## src/rtl/shifter_seq.sv

```systemverilog
// shifter_seq: iterative one-bit-per-cycle logical shifter with start/done handshake.
// SLL is always supported; defining SHIFTER_SRL_EN adds SRL (Signal=6'b000010)
// through the same engine. Unsupported codes take the same latency and return 0.
module shifter_seq (
  input  logic        clk,
  input  logic        reset,
  input  logic        start,
  input  logic [31:0] dataA,
  input  logic [31:0] dataB,
  input  logic [5:0]  Signal,
  output logic        busy,
  output logic        done,
  output logic [31:0] dataOut
);

  localparam int unsigned W  = 32;
  localparam int unsigned CW = 5;
  localparam int unsigned FW = 6;

  localparam logic [FW-1:0] FN_SLL = 6'b000000;
`ifdef SHIFTER_SRL_EN
  localparam logic [FW-1:0] FN_SRL = 6'b000010;
`endif

  typedef enum logic {
    IDLE  = 1'b0,
    SHIFT = 1'b1
  } state_t;

  state_t        state, state_nxt;
  logic [W-1:0]  acc, acc_nxt;
  logic [CW-1:0] cnt, cnt_nxt;
  logic [FW-1:0] fn, fn_nxt;
  logic [W-1:0]  out_nxt;
  logic          done_nxt;
  logic          busy_nxt;
  logic          fn_ok_c;

  // Only the low five bits of dataB form the shift amount.
  logic unused_datab_hi;
  assign unused_datab_hi = &{1'b0, dataB[W-1:CW]};

  // Latched function code decodes to a supported operation.
`ifdef SHIFTER_SRL_EN
  assign fn_ok_c = (fn == FN_SLL) || (fn == FN_SRL);
`else
  assign fn_ok_c = (fn == FN_SLL);
`endif

  // State and datapath registers.
  always_ff @(posedge clk or negedge reset) begin
    if (!reset) begin
      state   <= IDLE;
      acc     <= '0;
      cnt     <= '0;
      fn      <= '0;
      busy    <= 1'b0;
      done    <= 1'b0;
      dataOut <= '0;
    end else begin
      state   <= state_nxt;
      acc     <= acc_nxt;
      cnt     <= cnt_nxt;
      fn      <= fn_nxt;
      busy    <= busy_nxt;
      done    <= done_nxt;
      dataOut <= out_nxt;
    end
  end

  // Next-state, shift iteration and completion.
  always_comb begin
    state_nxt = state;
    acc_nxt   = acc;
    cnt_nxt   = cnt;
    fn_nxt    = fn;
    out_nxt   = dataOut;
    done_nxt  = 1'b0;
    case (state)
      IDLE: begin
        if (start) begin
          acc_nxt   = dataA;
          cnt_nxt   = dataB[CW-1:0];
          fn_nxt    = Signal;
          state_nxt = SHIFT;
        end
      end
      SHIFT: begin
        if (cnt != '0) begin
          cnt_nxt = cnt - CW'(1);
          if (fn == FN_SLL) begin
            acc_nxt = {acc[W-2:0], 1'b0};
          end
`ifdef SHIFTER_SRL_EN
          else if (fn == FN_SRL) begin
            acc_nxt = {1'b0, acc[W-1:1]};
          end
`endif
        end else begin
          out_nxt   = fn_ok_c ? acc : '0;
          done_nxt  = 1'b1;
          state_nxt = IDLE;
        end
      end
      default: state_nxt = IDLE;
    endcase
    busy_nxt = (state_nxt == SHIFT);
  end

endmodule

```

## config.mk

```make
export PLATFORM = sky130hd
export DESIGN_NAME = shifter_seq
export DESIGN_NICKNAME = d
export VERILOG_FILES = /design/src/rtl/shifter_seq.sv
export SDC_FILE = /design/constraint.sdc
export NUM_CORES = 1
export LEC_CHECK = 0
export CORE_MARGIN = 8
export CORE_UTILIZATION = 40
export DETAILED_ROUTE_END_ITERATION = 6
export HOLD_SLACK_MARGIN = 0.02
export PLACE_DENSITY = 0.65
export SYNTH_ARGS = -nofsm -noshare
export SYNTH_HDL_FRONTEND = slang
export SYNTH_SLANG_ARGS = --single-unit
```

## constraint.sdc

```tcl
create_clock -name clk -period 2.1 [get_ports clk]
set_input_delay 0.315 -clock clk [delete_from_list [all_inputs] [get_ports clk]]
set_output_delay 0.315 -clock clk [all_outputs]
set_load 0.1 [all_outputs]
```

==> results of run 1 <==
-- stage by stage --
step | total power, mW | util | worst slack, ns | hold slack, ns
finish | 8.59 | 0.527 | 0.141 | 0.485
global route | 9.11 | 0.527 | 0.0378 | 0.500
CTS | 8.61 | 0.527 | 0.126 | 0.485
detailed placement | 7.35 | 0.503 | 0.156 | 0.323
global placement | 7.28 | 0.503 | 0.151 | 0.323
floorplan | 6.18 | - | 0.204 | 0.0194
-- registers in the layout (all words and copies together) (netlist names) --
name	flops
fn	6
state	1
cnt	5
acc	32
dataOut	32
done	1
-- cell usage after synthesis (2+ instances only) --
library cell  number
or3_1              3
o21ai_0            2
dfrtp_1           77
nor2b_1           34
inv_1              4
a211oi_1          32
o31ai_1           30
clkbuf_1          35
a22o_1            32
buf_2              6
a31oi_1           32
buf_6              3
nand4_1           31
nor2_1             4
mux2i_1            3
nand2_1           24
-- critical path, stage by stage (launching register included) --
cell,delay (ns)
dfrtp_1,0.38
inv_1,0.09
ha_1,0.20
or4b_2,0.66
buf_6,0.23
nand4_1,0.12
a31oi_1,0.10
-- cells by family after synthesis --
group | count (synthesis)
multiplexers | 4
flip-flops | 77
adder cells (fa/ha/maj) | 1
AO/OA/AOI/OAI | 133
buffers and inverters | 48
AND/OR/NAND/NOR | 105
-- layout by cell type, fill, tap and decap left out, types with 4 or more instances in the layout --
cell type,instances
nand4_1,31
a211oi_1,32
o31ai_1,30
dfrtp_1,76
a31oi_1,32
clkdlybuf4s50_1,43
buf_4,47
nor2b_1,34
buf_12,4
a22o_1,32
inv_1,4
clkbuf_8,10
nand2_1,24
-- final timing paths --
check	start	endpoint	slack (ns)	cells after the start
min in group clk	Signal[3]	fn[3]$_DFFE_PN0P_	0.49	3
min reg2reg	dataOut[15]$_DFFE_PN0P_	dataOut[15]$_DFFE_PN0P_	0.51	1
max in group asynchronous	reset	acc[24]$_DFFE_PN0P_	1.02	3
max reg2reg	cnt[0]$_DFFE_PN0P_	acc[27]$_DFFE_PN0P_	0.14	6
min	reset	dataOut[11]$_DFFE_PN0P_	0.49	2
max	cnt[0]$_DFFE_PN0P_	acc[27]$_DFFE_PN0P_	0.14	6
-- what timing repair did --
| item | in CTS | in global routing |
|---|---|---|
| endpoints found under the setup margin | 0 | 2 |
| resized for setup | 0 | 1 |
| endpoints found under the hold margin | 36 | 0 |
| hold buffers | 1 | 0 |
-- power groups by stage --
| stage | clock network, mW | registers [mW] | logic, mW |
|---|---|---|---|
| after detailed placement | 0 | 2.79 | 4.56 |
| after global placement | 0 | 2.78 | 4.50 |
| after floorplan | 0 | 4.12 | 2.06 |
| after global routing | 1.34 | 2.87 | 4.90 |
| final | 1.24 | 2.77 | 4.58 |
| after CTS | 1.25 | 2.77 | 4.58 |
-- cell type report --
cell class,count,area [µm²]
clock buffers,11,141
clock inverters,4,72.6
fillers,841,4370
inverters,4,15.0
multi-input cells,243,1660
flip-flops and latches,77,1930
well taps,129,161
repair buffers,97,890
-- metal layers --
layer	share of wire	vias to the layer above	GRT usage
met5	0	-	0
met4	0.011	0	0.0551
met3	0.063	8	0.0449
met2	0.47	111	0.251
met1	0.46	1639	0.221
li1	-	1545	-
==> impl_metrics.py, run 1 <==
metrics = {
    "yosys": {
        "ys.flop_type": "dfrtp_1",
        "synth_compound_area_frac": 0.262,
        "synth_warnings": 0,
        "yosys.area_share.adder": 0.00330,
        "synth_edf_count": 0,
        "synth.cell_area_um2": 3790,
        "synthSimpleGateAreaFrac": 0.161,
        "synth_cell_types": 32,
        "yosysSeqAreaShare": 0.508,
        "synthArstFlopShare": 1.00,
        "synth_area_leader_cell": "dfrtp_1",
        "synth.top_cell.area_share": 0.508,
        "netlist_instances": 368,
        "yosys-top-cells-area": "dfrtp_1 (51%), a22o_1 (7.4%), a211oi_1 (6.3%)",
        "synthXorXnorAreaFrac": 0,
        "synthMuxAreaShare": 0.0109,
        "ys_seq_elements": 77,
        "syn_area_per_cell_um2": 10.3,
        "syn_nets": 442,
        "synth_top_family_by_area": "compound AO/OA/AOI/OAI gates",
    },
    "route": {
        "drt_iter0_markers": 220,
        "vias_per_cell": 5.85,
        "vias": 3303,
        "wl_per_cell_um": 18.4,
        "ant_nets": 0,
        "routed_wl_um": 10400,
        "drt_first_pass_iters": 4,
        "drcViolationCount": 0,
    },
    "timing": {
        "fmax_ghz": 0.511,
        "tightest_slew_ns": 0.682,
        "relSlewSlack": 0.546,
        "post-route-period-util": 0.933,
        "finalSetupViolations": 0,
        "drv_slew": 0,
        "hold_violations": 0,
        "rsz0062_at_grt": "no",
        "clock_skew_ns": 0.00634,
        "fin_crit_ns": 1.96,
        "setup_tns_ns": 0,
    },
    "grt": {
        "grt_remaining_overflow": 0,
        "grt_pass1_wl_um": 17300,
        "antenna_found_initial": 0,
        "grt_max_degree": 41,
        "grt_use_total": 0.165,
        "grt_pass1_vias": 3312,
    },
    "final_layout": {
        "drive_gt1_frac": 0.170,
        "final_cells": 565,
        "diodes": 0,
        "fin_area_um2": 4870,
        "syn2layout_area_growth_pct": 28.5,
        "fin_nets": 506,
    },
    "power_and_ir_drop": {
        "leakage_nw": 2.06,
        "seq_power_share": 0.323,
        "sw_frac_of_total": 0.499,
        "p_clk_frac": 0.144,
        "p_comb_frac": 0.533,
        "power_density_nw_per_um2": 1760,
        "cellInternalPower_mw": 4.30,
        "p_sw_mw": 4.29,
        "vdd_drop_max_mv": 1.12,
    },
    "critical_path": {
        "critPathArrivalTime_ns": 2.15,
        "cp.required_ns": 2.29,
        "path_class": "reg2reg",
        "cp-start-kind": "flip-flop",
        "crit_fanout": 31,
        "cp-end-kind": "flip-flop",
    },
    "die": {
        "placementRows": 35,
        "start_util": 0.410,
        "ios": 107,
        "dieArea_um2": 12900,
        "die_x_um": 113,
        "die_h_um": 113,
        "coreArea_um2": 9240,
    },
    "clocking": {
        "cts_buffer_depth": 2,
        "cts_setup_buffers": 0,
        "clock-sinks": 77,
        "cts_tree": "built",
        "numCtsBuffers": 9,
        "htree_levels": 3,
        "root_buffer": "clkbuf_8",
        "clk_pin_slew_ns": 0.08,
        "clock_latency_ns": 0.34,
    },
    "place": {
        "hpwl_um": 6810,
        "dp.cells": 549,
        "io_buffers": 79,
        "placed_area_um2": 4640,
        "gp_congestion": 0.793,
    },
    "run": {
        "cap_violations": 0,
    },
    "status": {
        "status": "finished clean",
    },
    "min_path": {
        "hp-class": "in2async",
    },
}
(Power assumes the default switching activity.)
==> run 2: changes to the inputs <==
HOLD_SLACK_MARGIN = 0.12   (was 0.02)
PLACE_DENSITY = 0.67   (was 0.65)
clock period = 1.7 ns   (was 2.1 ns; I/O delays follow)
==> run 2 against run 1 <==
Against the previous run:
- the run now ends with negative setup slack left
- sequential share of layout area shrank 4.8 points
- combinational power increased by 49%
- largest power group unchanged
- register-to-register slack got worse by 0.17 ns
- power increased by 40%
- non-clock buffer count rose by 15
- critical endpoint is now acc[8]$_DFFE_PN0P_
==> impl_metrics.py, run 2 (same netlist as run 1, synthesis figures left out) <==
metrics = {
    "timing": {
        "whs_ns": 0.378,
        "rsz0062_at_grt": "yes",
        "setup_tns_ns": -0.0560,
        "tightest_slew_ns": 0.471,
        "fin_ws_ns": -0.0326,
        "fmax_ghz": 0.577,
        "drv_slew": 0,
        "clock_skew_ns": 0.0115,
        "hold_violations": 0,
        "relSlewSlack": 0.686,
        "finalSetupViolations": 4,
        "fin_crit_ns": 1.73,
        "post-route-period-util": 1.02,
    },
    "place": {
        "hpwl_um": 7200,
        "dp.cells": 558,
        "post-place-ws_ns": -0.0378,
        "placed_area_um2": 5130,
        "io_buffers": 79,
        "gp_congestion": 0.801,
    },
    "grt": {
        "use_met2": 0.271,
        "grt_max_degree": 71,
        "busiest_layer": "met2",
        "use_met1": 0.221,
        "grt_use_met3": 0.0412,
        "grt_pass1_wl_um": 17700,
        "grt_pass1_vias": 3352,
        "grt_use_total": 0.168,
        "antenna_found_initial": 0,
        "grt_remaining_overflow": 0,
    },
    "final_layout": {
        "reg_top3": "acc x32, dataOut x32, fn x6",
        "final_cell_mix": "dfrtp_1 (76), clkdlybuf4s50_1 (43), buf_12 (38)",
        "layout_commonest_cell": "dfrtp_1",
        "fin_area_um2": 5560,
        "fill_cells": 769,
        "post-route-util": 0.601,
        "drive_gt1_frac": 0.230,
        "diodes": 0,
        "final_cells": 581,
        "syn2layout_area_growth_pct": 46.6,
        "fin_nets": 521,
    },
    "critical_path": {
        "cp-end-kind": "flip-flop",
        "path_class": "reg2reg",
        "cpPeakStageDelay_ns": 0.55,
        "slowest_stage": "or4b_4",
        "reg2reg_from": "cnt[1]$_DFFE_PN0P_",
        "rrSetupSlack_ns": -0.03,
        "cp-start-kind": "flip-flop",
        "cp.required_ns": 1.93,
        "critPathArrivalTime_ns": 1.96,
        "worstRegToRegCells": 6,
        "cp_cell_sequence": "inv_2, ha_4, or4b_4, clkbuf_16, nand4_1, a31oi_1",
        "crit_fanout": 15,
        "r2r_end": "acc[8]$_DFFE_PN0P_",
    },
    "route": {
        "wl_per_cell_um": 18.8,
        "drt_iter0_markers": 250,
        "routed_wl_um": 10900,
        "drcViolationCount": 0,
        "vias": 3409,
        "drt_first_pass_iters": 4,
        "vias_per_cell": 5.87,
        "ant_nets": 0,
    },
    "clocking": {
        "clock_latency_ns": 0.36,
        "htree_levels": 3,
        "cts_tree": "built",
        "numCtsBuffers": 9,
        "clk_pin_slew_ns": 0.08,
        "clock-sinks": 77,
        "cts_buffer_depth": 2,
        "root_buffer": "clkbuf_8",
    },
    "power_and_ir_drop": {
        "p_sw_mw": 5.69,
        "seq_power_share": 0.296,
        "cellInternalPower_mw": 6.38,
        "p_clk_frac": 0.138,
        "p_comb_frac": 0.566,
        "power.total_mw": 12.1,
        "sw_frac_of_total": 0.471,
        "leakage_nw": 2.27,
        "power_density_nw_per_um2": 2170,
        "vdd_drop_max_mv": 1.42,
    },
    "run": {
        "cap_violations": 0,
    },
    "die": {
        "placementRows": 35,
        "coreArea_um2": 9240,
        "ios": 107,
        "die_h_um": 113,
        "dieArea_um2": 12900,
        "die_x_um": 113,
        "start_util": 0.410,
    },
    "min_path": {
        "whs_path_depth": 4,
        "hp-class": "in2reg",
        "hold_end": "cnt[0]$_DFFE_PN0P_",
        "hold_start": "start",
    },
    "status": {
        "status": "finished with violations",
        "violations": "negative setup slack",
    },
}
[run 2: routing by layer]
| metal | vias up | wire, µm |
|---|---|---|
| li1 | 1578 | - |
| met2 | 111 | 5360 |
| met4 | 0 | 112 |
| met1 | 1711 | 4760 |
| met3 | 9 | 665 |
| met5 | - | 0 |
[run 2: power by group through the flow]
stage | Sequential [mW] | Combinational [mW] | Clock [mW]
2_1_floorplan | 5.10 | 2.56 | 0
3_3_place_gp | 3.54 | 6.36 | 0
3_5_place_dp | 3.57 | 6.51 | 0
4_1_cts | 3.54 | 6.56 | 1.69
5_1_grt | 3.69 | 7.24 | 1.76
6_report | 3.57 | 6.83 | 1.67
[run 2: how the worst max path moves through the flow]
stage                                         end                from
after floorplan           dataOut[10]$_DFFE_PN0P_  cnt[1]$_DFFE_PN0P_
after global placement        acc[26]$_DFFE_PN0P_  cnt[0]$_DFFE_PN0P_
after detailed placement      acc[26]$_DFFE_PN0P_  cnt[1]$_DFFE_PN0P_
after CTS                      cnt[3]$_DFFE_PN0P_  cnt[0]$_DFFE_PN0P_
after global routing           acc[8]$_DFFE_PN0P_  cnt[1]$_DFFE_PN0P_
final                          acc[8]$_DFFE_PN0P_  cnt[1]$_DFFE_PN0P_
[run 2: repair_timing]
| item | 4_1_cts | 5_1_grt |
|---|---|---|
| hold endpoints to repair | 33 | 0 |
| buffers inserted | 1 | 2 |
| setup endpoints to repair | 38 | 67 |
| resized for setup | 4 | 22 |
| gates cloned | 0 | 3 |
| pin swaps | 0 | 13 |
| hold buffers | 1 | 0 |
[run 2: critical path, delay by kind of cell (launching register included)]
kind	cells	cell delay [ns]
AO/OA/AOI/OAI	1	0.10
buffers and inverters	2	0.31
adder cells (fa/ha/maj)	1	0.14
flip-flops	1	0.40
AND/OR/NAND/NOR	2	0.66
[run 2: cell type report]
cell class | count | area, µm² | share of cell area
Clock buffer | 10 | 128 | 0.0230
Clock inverter | 6 | 111 | 0.0200
Inverter | 4 | 15.0 | 0.00270
Multi-Input combinational cell | 243 | 1730 | 0.311
Sequential cell | 77 | 1930 | 0.347
Tap cell | 129 | 161 | 0.0290
Timing Repair Buffer | 112 | 1480 | 0.267
==> run 3: changes to the inputs <==
CORE_MARGIN = 10   (was 8)
==> run 3 against run 2 <==
Against the previous run:
- sequential cell count unchanged
- via count decreased by 1.7%
- die area increased by 7.2%
- clock skew decreased by 0.0034 ns
- final area decreased by 2.9%
- clock power decreased by 16%
- worst hold slack got worse by 0.028 ns
- the run now ends clean
- worst setup slack improved by 0.063 ns
- critical path type unchanged
- power decreased by 4.1%
- critical path depth unchanged
- first-iteration DRC count decreased by 6.0%
- largest power group unchanged
- final cell count decreased by 1.4%
==> impl_metrics.py, run 3 (same netlist as run 1, synthesis figures left out) <==
metrics = {
    "final_layout": {
        "reg_top3": "acc x32, dataOut x32, fn x6",
        "final_cell_mix": "dfrtp_1 (76), clkdlybuf4s50_1 (43), buf_12 (37)",
        "drive_gt1_frac": 0.212,
        "fill_cells": 787,
        "fin_nets": 513,
        "diodes": 0,
        "syn2layout_area_growth_pct": 42.3,
        "layout_commonest_cell": "dfrtp_1",
        "fin_area_um2": 5400,
    },
    "route": {
        "vias_per_cell": 5.85,
        "wl_per_cell_um": 18.9,
        "ant_nets": 0,
        "vias": 3350,
        "drt_iter0_markers": 235,
        "drcViolationCount": 0,
        "routed_wl_um": 10900,
        "drt_first_pass_iters": 4,
    },
    "grt": {
        "grt_max_degree": 71,
        "grt_pass1_vias": 3377,
        "antenna_found_initial": 0,
        "grt_use_total": 0.152,
        "grt_remaining_overflow": 0,
        "grt_pass1_wl_um": 17800,
    },
    "critical_path": {
        "r2r_end": "acc[4]$_DFFE_PN0P_",
        "cp.required_ns": 1.92,
        "cp-end-kind": "flip-flop",
        "rrSetupSlack_ns": 0.03,
        "critPathBufInv": 2,
        "cp.depth": 6,
        "slowest_stage": "or4b_4",
        "crit_start": "cnt[0]$_DFFE_PN0P_",
        "cp_cell_sequence": "inv_2, ha_4, or4b_4, buf_12, nand4_1, a31oi_1",
        "crit_fanout": 31,
        "crit_family": "simple AND/OR/NAND/NOR gates",
        "cpPeakStageDelay_ns": 0.50,
        "reg2reg_from": "cnt[0]$_DFFE_PN0P_",
        "path_class": "reg2reg",
        "worstRegToRegCells": 6,
        "cp-start-kind": "flip-flop",
        "crit_end": "acc[4]$_DFFE_PN0P_",
        "critPathArrivalTime_ns": 1.89,
    },
    "timing": {
        "relSlewSlack": 0.527,
        "finalSetupViolations": 0,
        "rsz0062_at_grt": "yes",
        "clock_skew_ns": 0.00807,
        "setup_tns_ns": 0,
        "fin_crit_ns": 1.67,
        "fin_ws_ns": 0.0301,
        "whs_ns": 0.350,
        "drv_slew": 0,
        "post-route-period-util": 0.982,
        "hold_violations": 0,
        "tightest_slew_ns": 0.709,
        "fmax_ghz": 0.599,
    },
    "place": {
        "placed_area_um2": 5110,
        "hpwl_um": 7330,
        "io_buffers": 79,
        "post-place-ws_ns": 0.000914,
        "gp_congestion": 0.793,
    },
    "die": {
        "start_util": 0.410,
        "die_x_um": 117,
        "coreArea_um2": 9240,
        "placementRows": 35,
        "dieArea_um2": 13800,
        "ios": 107,
        "die_h_um": 117,
    },
    "power_and_ir_drop": {
        "power_density_nw_per_um2": 2140,
        "vdd_drop_max_mv": 1.31,
        "power.total_mw": 11.6,
        "leakage_nw": 2.20,
    },
    "clocking": {
        "cts_buffer_depth": 2,
        "clock-sinks": 77,
        "htree_levels": 3,
        "clock_latency_ns": 0.35,
        "clk_pin_slew_ns": 0.08,
        "root_buffer": "clkbuf_8",
        "cts_tree": "built",
        "numCtsBuffers": 9,
    },
    "status": {
        "status": "finished clean",
    },
    "min_path": {
        "hp-class": "in2async",
    },
    "run": {
        "cap_violations": 0,
    },
}
-- run 3: changes by cell type in the layout (fill, tap and decap cells not counted), moves of 2 or more --
cell       delta
clkbuf_16     -2
buf_6         +5
bufinv_16     -2
clkinv_4      +2
buf_8         -2
buf_4         -8
-- run 3: stage by stage --
step            util  std cells
2_1_floorplan      -        368
3_3_place_gp   0.553        555
3_5_place_dp   0.553        555
4_1_cts        0.577        572
5_1_grt        0.584        573
6_report       0.584        573
-- run 3: area by class of cell --
cell class              instances  area (µm²)  share of cell area
clock inverters                 7        75.1              0.0139
flip-flops and latches         77        1930               0.357
well taps                     129         161              0.0299
inverters                       4        15.0             0.00278
repair buffers                104        1380               0.255
clock buffers                   9         124              0.0229
multi-input cells             243        1720               0.318
-- run 3: timing repair --
item | in CTS | in global routing
setup endpoints to repair | 18 | 68
hold endpoints to repair | 23 | 0
hold buffers | 1 | 0
pin swaps | 1 | 8
buffers inserted | 0 | 1
resized for setup | 5 | 12
-- run 3: where the power goes --
group	internal (mW)	total, mW	switching (mW)
logic	2.59	6.63	4.03
clock network	0.686	1.41	0.721
registers	2.65	3.54	0.893
total	5.93	11.6	5.65
-- run 3: worst min path at each step --
stage | cells past startpoint | from | slack (ns) | endpoint
final | 2 | reset | 0.35 | acc[5]$_DFFE_PN0P_
after global routing | 2 | reset | 0.36 | dataOut[9]$_DFFE_PN0P_
after CTS | 2 | reset | 0.35 | acc[5]$_DFFE_PN0P_
after detailed placement | 1 | reset | 0.18 | dataOut[5]$_DFFE_PN0P_
after global placement | 1 | reset | 0.18 | dataOut[3]$_DFFE_PN0P_
after floorplan | 0 | reset | -0.04 | acc[0]$_DFFE_PN0P_
-- run 3: routing by layer --
| layer | vias to the layer above | wire [µm] | GRT usage |
|---|---|---|---|
| met4 | 0 | 143 | 0.0509 |
| met5 | - | 0 | 0 |
| met1 | 1666 | 4670 | 0.196 |
| li1 | 1559 | - | - |
| met2 | 115 | 5550 | 0.253 |
| met3 | 10 | 487 | 0.0249 |
